File: src/rtl/uart_pkg.sv
// Shared UART definitions: receiver state encoding, parity modes and the
// 3-sample majority helper used by the bit sampler.
package uart_pkg;

  typedef enum logic [2:0] {
    IDLE,
    START,
    DATA,
    PARITY,
    STOP
  } rx_state_t;

  localparam bit PAR_EVEN = 1'b0;
  localparam bit PAR_ODD  = 1'b1;

  function automatic logic majority3(input logic a, input logic b, input logic c);
    return (a & b) | (a & c) | (b & c);
  endfunction

endpackage

File: src/rtl/uart_rx_frame_if.sv
// Received-word handshake: the receiver presents a word plus error flags,
// the consumer accepts it with rx_ready.
interface uart_rx_frame_if #(
  parameter int DATA_BITS = 8
);
  logic [DATA_BITS-1:0] rx_data;
  logic                 rx_valid;
  logic                 rx_ready;
  logic                 frame_error;
  logic                 parity_error;

  modport master (
    output rx_data, rx_valid, frame_error, parity_error,
    input  rx_ready
  );

  modport slave (
    input  rx_data, rx_valid, frame_error, parity_error,
    output rx_ready
  );
endinterface

File: src/rtl/uart_rx_sampler.sv
// Serial-line front end: 2-flop synchronizer, falling-edge detect, oversample
// tick counter and a majority vote over the three mid-bit samples.
module uart_rx_sampler
  import uart_pkg::*;
#(
  parameter int OVERSAMPLE = 16
) (
  input  logic clk,
  input  logic rst_n,
  input  logic baud_tick,
  input  logic rx_serial,
  input  logic clear,
  output logic fall,
  output logic bit_valid,
  output logic bit_value
);

  localparam int            CW     = $clog2(OVERSAMPLE);
  localparam logic [CW-1:0] SMP_A  = CW'(OVERSAMPLE / 2 - 1);
  localparam logic [CW-1:0] SMP_B  = CW'(OVERSAMPLE / 2);
  localparam logic [CW-1:0] SMP_C  = CW'(OVERSAMPLE / 2 + 1);
  localparam logic [CW-1:0] LAST   = CW'(OVERSAMPLE - 1);

  logic          meta, sync, prev;
  logic [CW-1:0] cnt;
  logic          smp_a, smp_b;

  always_ff @(posedge clk or negedge rst_n) begin
    if (!rst_n) begin
      // NOTE: synchronizer and history flops reset to the idle-high line level so
      // that releasing reset can never look like a start edge.
      meta  <= 1'b1;
      sync  <= 1'b1;
      prev  <= 1'b1;
      cnt   <= '0;
      smp_a <= 1'b1;
      smp_b <= 1'b1;
    end else begin
      meta <= rx_serial;
      sync <= meta;
      prev <= sync;
      if (clear) begin
        cnt <= '0;
      end else if (baud_tick) begin
        cnt <= (cnt == LAST) ? '0 : cnt + CW'(1);
        if (cnt == SMP_A) smp_a <= sync;
        if (cnt == SMP_B) smp_b <= sync;
      end
    end
  end

  // The third sample is taken live, so the vote is ready on the third sample tick.
  assign fall      = prev & ~sync;
  assign bit_valid = baud_tick && !clear && (cnt == SMP_C);
  assign bit_value = majority3(smp_a, smp_b, sync);

endmodule

File: src/rtl/uart_rx_frame.sv
// UART frame receiver: start/data/parity/stop sequencing on voted bits, with a
// valid/ready output holding one word and an overrun pulse on a dropped frame.
module uart_rx_frame
  import uart_pkg::*;
#(
  parameter int DATA_BITS  = 8,
  parameter int PARITY_EN  = 0,
  parameter int PARITY_ODD = 0,
  parameter int STOP_BITS  = 1,
  parameter int OVERSAMPLE = 16
) (
  input  logic              clk,
  input  logic              rst_n,
  input  logic              baud_tick,
  input  logic              rx_serial,
  uart_rx_frame_if.master   rx_if,
  output logic              overrun,
  output logic              busy
);

  localparam int             BCW       = $clog2(DATA_BITS);
  localparam logic [BCW-1:0] LAST_BIT  = BCW'(DATA_BITS - 1);
  localparam logic           LAST_STOP = 1'(STOP_BITS - 1);
  localparam bit             PAR_MODE  = (PARITY_ODD != 0) ? PAR_ODD : PAR_EVEN;

  rx_state_t            state;
  logic [BCW-1:0]       bit_cnt;
  logic [DATA_BITS-1:0] shift_q;
  logic                 perr_q, ferr_q, stop_cnt;
  logic                 fall, bit_valid, bit_value, start_det;

  assign start_det = (state == IDLE) && fall;

  uart_rx_sampler #(.OVERSAMPLE(OVERSAMPLE)) u_sampler (
    .clk       (clk),
    .rst_n     (rst_n),
    .baud_tick (baud_tick),
    .rx_serial (rx_serial),
    .clear     (start_det),
    .fall      (fall),
    .bit_valid (bit_valid),
    .bit_value (bit_value)
  );

  always_ff @(posedge clk or negedge rst_n) begin
    if (!rst_n) begin
      state              <= IDLE;
      bit_cnt            <= '0;
      shift_q            <= '0;
      perr_q             <= 1'b0;
      ferr_q             <= 1'b0;
      stop_cnt           <= 1'b0;
      rx_if.rx_data      <= '0;
      rx_if.rx_valid     <= 1'b0;
      rx_if.frame_error  <= 1'b0;
      rx_if.parity_error <= 1'b0;
      overrun            <= 1'b0;
      busy               <= 1'b0;
    end else begin
      // NOTE: non-blocking assignments throughout, so the later completion branch
      // can override this acceptance clear within the same clock.
      overrun <= 1'b0;
      if (rx_if.rx_valid && rx_if.rx_ready) rx_if.rx_valid <= 1'b0;

      case (state)
        IDLE: if (fall) begin
          state <= START;
          busy  <= 1'b1;
        end
        START: if (bit_valid) begin
          if (bit_value) begin
            state <= IDLE;
            busy  <= 1'b0;
          end else begin
            state    <= DATA;
            bit_cnt  <= '0;
            perr_q   <= 1'b0;
            ferr_q   <= 1'b0;
            stop_cnt <= 1'b0;
          end
        end
        DATA: if (bit_valid) begin
          shift_q <= {bit_value, shift_q[DATA_BITS-1:1]};
          bit_cnt <= bit_cnt + BCW'(1);
          if (bit_cnt == LAST_BIT) state <= (PARITY_EN != 0) ? PARITY : STOP;
        end
        PARITY: if (bit_valid) begin
          perr_q <= ((^shift_q) ^ bit_value) != PAR_MODE;
          state  <= STOP;
        end
        STOP: if (bit_valid) begin
          if (stop_cnt == LAST_STOP) begin
            state <= IDLE;
            busy  <= 1'b0;
            // A pending word is kept unless it is being accepted on this clock.
            if (!rx_if.rx_valid || rx_if.rx_ready) begin
              rx_if.rx_data      <= shift_q;
              rx_if.frame_error  <= ferr_q | ~bit_value;
              rx_if.parity_error <= perr_q;
              rx_if.rx_valid     <= 1'b1;
            end else begin
              overrun <= 1'b1;
            end
          end else begin
            ferr_q   <= ferr_q | ~bit_value;
            stop_cnt <= 1'b1;
          end
        end
        default: begin
          state <= IDLE;
          busy  <= 1'b0;
        end
      endcase
    end
  end

endmodule

File: src/flat_wrapper.sv
// flat-port wrapper written by rule: the top's interface ports become plain ports
module uart_rx_frame_flat import uart_pkg::*;
#(
  parameter int DATA_BITS  = 8,
  parameter int PARITY_EN  = 0,
  parameter int PARITY_ODD = 0,
  parameter int STOP_BITS  = 1,
  parameter int OVERSAMPLE = 16
)
  (clk, rst_n, baud_tick, rx_serial, overrun, busy, rx_if_rx_data, rx_if_rx_valid, rx_if_frame_error, rx_if_parity_error, rx_if_rx_ready);
  uart_rx_frame_if #(.DATA_BITS(DATA_BITS)) rx_if_i ();
  input  logic clk;
  input  logic rst_n;
  input  logic baud_tick;
  input  logic rx_serial;
  output logic overrun;
  output logic busy;
  output wire logic [$bits(rx_if_i.rx_data)-1:0] rx_if_rx_data;
  output wire logic [$bits(rx_if_i.rx_valid)-1:0] rx_if_rx_valid;
  output wire logic [$bits(rx_if_i.frame_error)-1:0] rx_if_frame_error;
  output wire logic [$bits(rx_if_i.parity_error)-1:0] rx_if_parity_error;
  input wire logic [$bits(rx_if_i.rx_ready)-1:0] rx_if_rx_ready;
  assign rx_if_rx_data = rx_if_i.rx_data;
  assign rx_if_rx_valid = rx_if_i.rx_valid;
  assign rx_if_frame_error = rx_if_i.frame_error;
  assign rx_if_parity_error = rx_if_i.parity_error;
  assign rx_if_i.rx_ready = rx_if_rx_ready;
  uart_rx_frame #(.DATA_BITS(DATA_BITS), .PARITY_EN(PARITY_EN), .PARITY_ODD(PARITY_ODD), .STOP_BITS(STOP_BITS), .OVERSAMPLE(OVERSAMPLE)) u_core (.clk(clk), .rst_n(rst_n), .baud_tick(baud_tick), .rx_serial(rx_serial), .rx_if(rx_if_i), .overrun(overrun), .busy(busy));
endmodule
File: config.mk
export PLATFORM = sky130hd
export DESIGN_NAME = uart_rx_frame_flat
export DESIGN_NICKNAME = d
export VERILOG_FILES = /design/src/rtl/uart_pkg.sv /design/src/rtl/uart_rx_frame_if.sv /design/src/rtl/uart_rx_sampler.sv /design/src/rtl/uart_rx_frame.sv /design/src/flat_wrapper.sv
export SDC_FILE = /design/constraint.sdc
export NUM_CORES = 1
export LEC_CHECK = 0
export BUFFER_PORTS_ARGS = -buffer_cell sky130_fd_sc_hd__buf_4
export CORE_MARGIN = 3
export CORE_UTILIZATION = 55
export CTS_CLUSTER_DIAMETER = 40
export DETAILED_ROUTE_END_ITERATION = 8
export PLACE_DENSITY = 0.84
export SLEW_MARGIN = 10
export SYNTH_ARGS = -nofsm -noshare
export SYNTH_HDL_FRONTEND = slang
export SYNTH_SLANG_ARGS = --single-unit
File: constraint.sdc
create_clock -name clk -period 2.2 [get_ports clk]
set_input_delay 0.22 -clock clk [delete_from_list [all_inputs] [get_ports clk]]
set_output_delay 0.22 -clock clk [all_outputs]
set_load 0.02 [all_outputs]
==> results_dict.tcl <==
set metrics [dict create \
    numCtsBuffers 5 \
    ctsResizeCount 0 \
    setup_tns_ns 0 \
    peakVddDrop_mv 0.6852 \
    cts_tree "done" \
    crit_arrival_ns 2.13 \
    cts_buffer_depth 2 \
    synth_cells 141 \
    report.final.slew_viol_count 0 \
    rows 20 \
    drc 0 \
    dieArea_mm2 0.003976 \
    via_count 1159 \
    firstDrtPassIters 4 \
    clk_pin_slew_ns 0.10 \
    routabilityCongestion 0.8026 \
    fin_skew_ns 0.01025 \
    maxCapViolCount 0 \
    finalNetCount 172 \
    synth_ff_type "dfrtp_1" \
    num-fill-cells 241 \
    synth_top_cell_area_share_pct 46.12 \
    dp_hpwl_mm 2.091 \
    worstSetupPathType "register to register" \
    rsz0062_at_grt "no" \
    async_reset_ff_share_pct 100.0 \
    grt_start_max_net_pins 39 \
    wire_per_inst_um 14.15 \
    p_per_area_mw_per_mm2 831.2 \
    status "completed" \
    power_w 0.001672 \
    cts-htree-levels 2 \
    yosys-top-cells-count "dfrtp_1, nor2_1, mux2_2, o21ai_0, mux2_4" \
    hold_path_class "input pin to register" \
    p_leak_nw 0.9881 \
    finalWirelength_mm 2.930 \
    synth-seq-cells 38 \
    drive_gt1_share_pct 33.13 \
    ys_seq_area_share_pct 53.46 \
    slowest_delay_ns 0.68 \
    worstSetupStartpointType "register" \
    path_max_fanout 8 \
    synth.distinct_cells 40 \
    antenna_found_initial 0 \
    fin_crit_ns 1.936 \
    relSlewSlack_pct 67.42 \
    dp_cells 197 \
    final-setup-viol-count 0 \
    syn_area_mm2 0.001790 \
    fin_crit_sh_pct 87.99 \
    die_h_um 63.06 \
    dieWidth_um 63.06 \
    cts_setup_buffers 0 \
    synth_nets 151 \
    tightest_slew_ns 0.4849 \
    cts_root_buf "clkbuf_4" \
    grt_pass1_wl_mm 5.230 \
    antenna_cells 0 \
    viasPerCell 5.599 \
    finalHoldViolCount 0 \
    core-area_mm2 0.003078 \
    worstSetupEndpointType "register" \
    pin_count 18 \
    grt_usage_pct 17.13 \
    grt_pass1_vias 1170 \
    initial_core_util_pct 58.17 \
    synth.avg_cell_area_um2 12.70 \
    port_buffers 17 \
    grt.overflow.total 0 \
    synth.most_common_cell "dfrtp_1" \
    worst_ep_required_time_ns 2.39 \
    synth.yosys.warnings 0 \
    cp_slowest_cell "or4_2" \
    area_delta_synth_final_pct 12.37 \
    final_cells 207 \
    insertion_delay_ns 0.33 \
    crit_chain "inv_1, ha_1, nand4b_4, or4_2, nand3_1, o21ai_0" \
    fmax_mhz 516.6 \
    synth_edf_count 0 \
    ant_nets 0 \
    ys_top_cells_by_area "dfrtp_1, dfstp_2, mux2_4" \
    clock_sink_count 38 \
    first_iter_violations 51 \
    yosys.area.top_type "dfrtp_1" \
]
registers in the layout, indices dropped and copies added (netlist names):
name,flops
u_core.rx_if.rx_valid,1
u_core.u_sampler.sync,1
u_core.perr_q,1
u_core.u_sampler.meta,1
u_core.state,3
u_core.u_sampler.smp_b,1
u_core.bit_cnt,3
u_core.shift_q,8
u_core.u_sampler.smp_a,1
u_core.ferr_q,1
u_core.rx_if.rx_data,8
u_core.busy,1
u_core.u_sampler.cnt,4
u_core.rx_if.parity_error,1
u_core.overrun,1
u_core.rx_if.frame_error,1
u_core.u_sampler.prev,1
cells by family after synthesis:
group	after synthesis	share of synthesized area, %
xor+xnor	9	5.171
mux	20	14.05
simple gates	37	12.51
flops	38	53.46
buf+inv	10	3.563
fa+ha+maj	6	4.053
compound gates	21	7.198
power breakdown:
part	total (W)	internal [W]	switching (W)
registers	0.000934	0.000802	0.000132
clock network	0.000358	0.000155	0.000203
logic	0.000380	0.000182	0.000198
per-stage QoR:
| step | hold slack (ns) | setup slack [ns] | utilization [%] | cell area (µm²) |
|---|---|---|---|---|
| 6_report | 0.1745 | 0.2643 | 65.37 | 2012 |
| 5_1_grt | 0.1705 | 0.1078 | 65.37 | 2012 |
| 4_1_cts | 0.1587 | 0.2642 | 65.37 | 2012 |
| 3_5_place_dp | 0.2064 | 0.2968 | 62.76 | 1932 |
| 3_3_place_gp | 0.1983 | 0.3643 | 62.76 | 1932 |
| 2_1_floorplan | -0.07559 | 0.4006 | - | 1790 |
repair_timing:
| action | in CTS | in global routing |
|---|---|---|
| hold buffers | 2 | 0 |
| endpoints found under the setup margin | 0 | 0 |
| endpoints found under the hold margin | 34 | 0 |
layout make-up:
cell class	count	area (µm²)	share of cell area [%]
tap	44	55.05	2.736
timing repair buffer	20	155.1	7.711
multi-input combinational	93	769.5	38.25
clock inverter	1	5.005	0.2488
inverter	4	15.01	0.7463
clock buffer	7	55.05	2.736
sequential	38	957.2	47.57
per-layer routing:
| metal | share of wire (%) | GRT usage [%] |
|---|---|---|
| met1 | 40 | 19.58 |
| met2 | 53 | 28.99 |
| met3 | 5.6 | 5.704 |
| met4 | 1.6 | 7.713 |
| met5 | 0 | 0 |
final timing paths:
check | from | to | slack, ns | cells after the start
hold / removal | rx_if_rx_ready | u_core.overrun | 0.17 | 3
min in group asynchronous | rst_n | u_core.rx_if.rx_data[3] | 0.38 | 2
hold reg to reg | u_core.u_sampler.meta | u_core.u_sampler.sync | 0.36 | 0
setup / recovery | u_core.u_sampler.cnt[1] | u_core.bit_cnt[1] | 0.26 | 6
max in group asynchronous | rst_n | u_core.u_sampler.sync | 1.47 | 2
setup reg to reg | u_core.u_sampler.cnt[1] | u_core.bit_cnt[1] | 0.26 | 6
critical path, delay by kind of cell, from the launching register on:
family | cells | cell delay [ns]
AOI/OAI and AO/OA | 1 | 0.10
buffers and inverters | 1 | 0.11
and+or+nand+nor | 3 | 0.95
adders and majority gates | 1 | 0.21
DFF | 1 | 0.44
layout by cell type (no fill, tap or decap), types with 7 or more instances in the layout:
cell	count
buf_4	18
dfrtp_1	33
mux2_2	9
mux2_4	8
nor2_1	11
o21ai_0	9
xnor2_1	7
Power figures use the tool's default switching activity.
